[config.mk]
export PLATFORM = sky130hd
export DESIGN_NAME = led_toggle
export DESIGN_NICKNAME = d
export VERILOG_FILES = /design/src/rtl/led_toggle_pkg.sv /design/src/rtl/led_toggle.sv
export SDC_FILE = /design/constraint.sdc
export NUM_CORES = 1
export LEC_CHECK = 0
export ABC_AREA = 1
export BUFFER_PORTS_ARGS = -buffer_cell sky130_fd_sc_hd__buf_2
export CAP_MARGIN = 20
export CORE_ASPECT_RATIO = 0.7
export CORE_MARGIN = 5
export CORE_UTILIZATION = 55
export DETAILED_ROUTE_END_ITERATION = 8
export PLACE_DENSITY = 0.77
export SYNTH_ARGS = -nofsm -noshare
export SYNTH_HDL_FRONTEND = slang
export SYNTH_SLANG_ARGS = --single-unit
[constraint.sdc]
create_clock -name clk -period 1.55 [get_ports clk]
set_clock_uncertainty 0.15 [all_clocks]
set_input_delay 0.0775 -clock clk [delete_from_list [all_inputs] [get_ports clk]]
set_output_delay 0.0775 -clock clk [all_outputs]
set_load 0.02 [all_outputs]
[src/rtl/led_toggle_pkg.sv]
// rtl/led_toggle_pkg.sv - shared constants for the LED blinker
package led_toggle_pkg;

  // Half-period at a 100 MHz board clock: a 1 Hz blink.
  localparam int DEFAULT_NUM_COUNT = 50_000_000;

endpackage

[src/rtl/led_toggle.sv]
// rtl/led_toggle.sv - free-running LED blinker, toggles led every NUM_COUNT clocks
module led_toggle
  import led_toggle_pkg::*;
#(
  parameter int NUM_COUNT = DEFAULT_NUM_COUNT
) (
  input  logic clk,
  input  logic rst,
  output logic led
);

  localparam int COUNT_W = (NUM_COUNT > 1) ? $clog2(NUM_COUNT) : 1;
  localparam logic [COUNT_W-1:0] LAST = COUNT_W'(NUM_COUNT - 1);

  generate
    if (NUM_COUNT < 1) begin : g_bad_num_count
      $error("led_toggle: NUM_COUNT must be >= 1");
    end
  endgenerate

  logic [COUNT_W-1:0] count_r;
  logic [COUNT_W-1:0] count_d;
  logic               led_q;
  logic               led_d;
  logic               wrap;

  // Exact equality keeps count_r within 0..NUM_COUNT-1, including powers of two.
  always_comb begin
    wrap    = (count_r == LAST);
    count_d = wrap ? '0 : count_r + COUNT_W'(1);
    led_d   = wrap ? ~led_q : led_q;
  end

  always_ff @(posedge clk or posedge rst) begin
    if (rst) begin
      count_r <= '0;
      led_q   <= 1'b0;
    end else begin
      count_r <= count_d;
      led_q   <= led_d;
    end
  end

  assign led = led_q;

endmodule

After elaboration in Yosys (flattened, before gate mapping)
Cells that the tools add are included.
{"block": "word_totals", "reg_bits": 27, "inputBits": 2, "output_inout_bits": 1, "wordCells": 6}
{"block": "op_classes", "n_addsub": 1, "n_eq_ne": 1, "n_mux": 1, "bitwise": 1}
{"operator": "adder 26 x 1 -> 26 bit, second input constant", "n": 1}
{"operator": "equality test 26 bit, second input constant", "n": 1}
{"operator": "two-way mux 26 bit", "n": 1}
{"operator": "inverter 1 bit", "n": 1}

Logic depth before layout (Yosys ltp)
{"block": "logic_depth", "ltp_word": 2, "depth_mapped": 9, "mapped_depth_nobuf": 9}

Least setup slack after synthesis
No wires, ideal clock.
{"block": "synth_timing", "kind": "reg2reg", "from": "reg count_r[0]", "to": "reg count_r[7]", "setup_ps": 120, "arrival_ps": 1190, "required_ps": 1280, "setup_slack_ps": 91, "path_stages_with_launch": 9, "path_buffers": 0, "synth_period_minus_slack_ps": 1459, "path_cell_list": "dfrtp_1 ha_1 nand3_1 nor2_2 nand2_1 nor2_2 nand2_4 clkinv_2 nor2_1"}
{"block": "synth_via", "elab_chain_len": 2, "elab_cells_between_ends": 3, "cone_classes": "add/sub: 1; eq/ne: 1; mux: 1"}
{"element": "start: declaration", "line": "led_toggle.sv:21", "text": "logic [COUNT_W-1:0] count_r;"}
{"element": "start signal: assignment", "line": "led_toggle.sv:39", "text": "count_r <= count_d;"}
{"element": "adder 26 x 1 -> 26 bit / equality test 26 bit (equally long branches)", "line": "led_toggle.sv:30, led_toggle.sv:29"}
{"element": "two-way mux 26 bit *", "line": "led_toggle.sv:30", "text": "count_d = wrap ? '0 : count_r + COUNT_W'(1);"}
{"element": "net count_d[7]", "line": "led_toggle.sv:22", "text": "logic [COUNT_W-1:0] count_d;"}
The timed path passes the listed nets; every way through them passes the cells marked *.
A chain may end at the register's enable or synchronous reset.

Worst setup path after layout
{"block": "layout_timing", "from": "reg count_r[16]", "to": "reg count_r[3]"}
{"block": "layout_via", "elab_chain_len": 2}
{"element": "equality test 26 bit", "line": "led_toggle.sv:29", "text": "wrap = (count_r == LAST);"}
{"element": "two-way mux 26 bit", "line": "led_toggle.sv:30"}
{"element": "net count_d[3]", "line": "led_toggle.sv:22"}
The timed path passes the listed nets, and every way through them passes these cells.

==> flow_summary.toml <==
[critical_path]
path_cells = "inv_1, nand2_1, nor2_2, nand2_1, nor2_2, nand2_4, clkinv_4, nor2_1"
r2r_end = "count_r[3]"
start_kind = "flop"
cp.required_ps = 1580
r2r_start = "count_r[16]"
crit_type = "flop to flop"
r2r_slack_ps = 10
cpMaxStageDelayCell = "dfrtp_1"
r2r_cells = 8
endpoint_kind = "flop"
slowest_delay_ps = 440
critPathMaxFanout = 8
arrival_ps = 1570

[cts]
cts_tree = "done"
cts_sinks = 27
clock_latency_ps = 280
clkSlewWorstSetupHoldPaths_ps = 100
clockBufferDepth = 2
numCtsBuffers = 3
clockRootBuffer = "clkbuf_8"
ctsHtreeMaxLevel = 1

[hold_path]
hold_class = "primary input to asynchronous set/reset pin"

[placed_design]
gp_congestion = 0.889
placed_cell_area_mm2 = 0.00183
dp_hpwl_mm = 2.75
numPortBuffers = 2
dpl.cell_count = 286
place_ws_ps = -37.8

[global_route]
grt-ovfl-total = 0
antenna_found_initial = 0
grt_max_degree = 28
first_global_vias = 1339
grt_pass1_wl_mm = 6.43
gr-usage-all-layers = 0.189

[finish]
mostFrequentLayoutCell = "nand2_1"
final_area_mm2 = 0.00203
final_core_util = 0.705
layout-drive-gt1-share = 0.299
post_layout_nonfiller_instances = 297
n_antenna_cell = 0
final_cell_mix = "nand2_1 (61), nor2_1 (39), inv_1 (33)"
multi_input_area_um2 = 970
ff_latch_area_um2 = 681
final_net_count = 265
fill_cells = 253
area_growth_pct = 19.6

[timing]
rsz0062_at_grt = "true"
setup_viol = 0
timing.fmax_mhz = 650
hold_viol_final = 0
drv_slew = 0
maxSlewHeadroom = 0.767
worstMarginPinSlew_ps = 350
finalCritPeriodShare = 0.993
setup_ws_ps = 11.5
fin_crit_ps = 1540

[power_and_ir_drop]
clkPwrFrac = 0.370
pwr-share-comb = 0.016
p_sw_uw = 255
p_leak_nw = 0.978
ir_drop_uv = 500
p_total_mw = 1.15
pwr-share-seq = 0.614
p_int_uw = 891
swShare = 0.223
powerDensity_mw_per_mm2 = 564

[floorplanning]
core-area_mm2 = 0.00288
io_pins = 3
die_h_um = 56.5
start_util = 0.589
dieWidth_um = 76.4
rows = 16
dieArea_mm2 = 0.00432

[run_status]
outcome = "finished clean"

[detailed_routing]
ant_nets = 0
wl_mm = 3.87
first_pass_iters = 4
drt_iter0_drc = 168
routed.top_layer = "met4"
drcViolationCount = 0
dr_wl_met3_um = 284
wl_per_cell_um = 13.0
dr_total_vias = 1454
m1WireLength_mm = 1.89
wl_met2_mm = 1.63
routed_via_density = 4.90

[synthesis]
async_reset_ff_frac = 1.00
yosys_register_bits = 27
synth_cell_types = 21
avgSynthCellArea_um2 = 7.14
synth_warnings = 0
synth_ff_type = "dfrtp_1"
syn_area_mm2 = 0.00170
synth_cells = 238
synth.net_count = 241
synth_edf_count = 0
seq_area_frac_synth = 0.398

[run]
maxCapViolCount = 0
[sequential cells by signal, indices dropped and copies added (netlist names)]
register / count
count_r: 26
led: 1
[Yosys cell counts (2+ instances only)]
cell type	instances	area, um2
nand3_1	7	35.0
nand2_1	65	244
and2_1	2	12.5
nand2_4	2	22.5
nand2_2	10	62.6
nor2_4	7	78.8
inv_1	34	128
nor3_1	3	15.0
nor2_1	49	184
nand4_1	2	12.5
dfrtp_1	27	676
xor2_1	12	105
nor2_2	10	62.6
[stage by stage]
| stage | TNS [ps] | hold slack (ps) |
|---|---|---|
| global placement | 0 | 2.18 |
| floorplan | 0 | -19.8 |
| finish | 0 | 232 |
| detailed placement | -219 | 3.87 |
| CTS | -2.24 | 234 |
| global route | -1080 | 287 |
[worst max-delay path, delay by kind of cell, from the launching register on]
family	cells	cell delay, ps
buf+inv	2	230
flops	1	440
simple gates	6	620
[final cells by class]
type / count / area share
inverter: 36 / 0.0690
sequential: 27 / 0.335
clock inverter: 1 / 0.00369
tap: 36 / 0.0222
multi-input combinational: 175 / 0.477
timing repair buffer: 19 / 0.0727
clock buffer: 3 / 0.0203
[power by group through the flow]
stage                     logic, mW  clock network, mW  registers [mW]
after floorplan              0.0104                  0           0.718
after global placement       0.0176                  0           0.718
after detailed placement     0.0177                  0           0.718
after CTS                    0.0196              0.438           0.704
after global routing         0.0225              0.475           0.704
final                        0.0185              0.425           0.704
[cells by family (layout without fill, tap and decap cells)]
group,count (synthesis),in the layout,synth area share
and+or+nand+nor,160,160,0.445
DFF,27,27,0.398
AOI/OAI and AO/OA,1,1,0.00294
xor gates and xnor gates,13,13,0.0670
adders and majority gates,1,1,0.00736
buffers and inverters,36,59,0.0803
[what timing repair did]
action                                 4_1_cts  5_1_grt
resized for setup                            4       26
setup buffers                                3        4
hold buffers                                 1        0
endpoints found under the hold margin       27        0
setup endpoints to repair                   13       24
cloned                                       0        0
pin swaps                                    8       14
[metal layers]
layer  global-route usage  vias to the layer above
met3               0.0288                        5
met1                0.288                      652
met2                0.273                       48
li1                     -                      749
met5                    0                        -
met4               0.0599                        0
[worst max-delay path by stage]
stage                start          end  slack (ps)  depth (start not counted)
6_report       count_r[16]   count_r[3]          10                          8
4_1_cts         count_r[1]  count_r[14]          -2                          7
2_1_floorplan   count_r[0]   count_r[7]          90                          8
3_5_place_dp    count_r[0]   count_r[5]         -40                          8
5_1_grt         count_r[0]  count_r[18]         -80                          7
3_3_place_gp   count_r[16]   count_r[7]          10                          8
(Power assumes the default switching activity.)
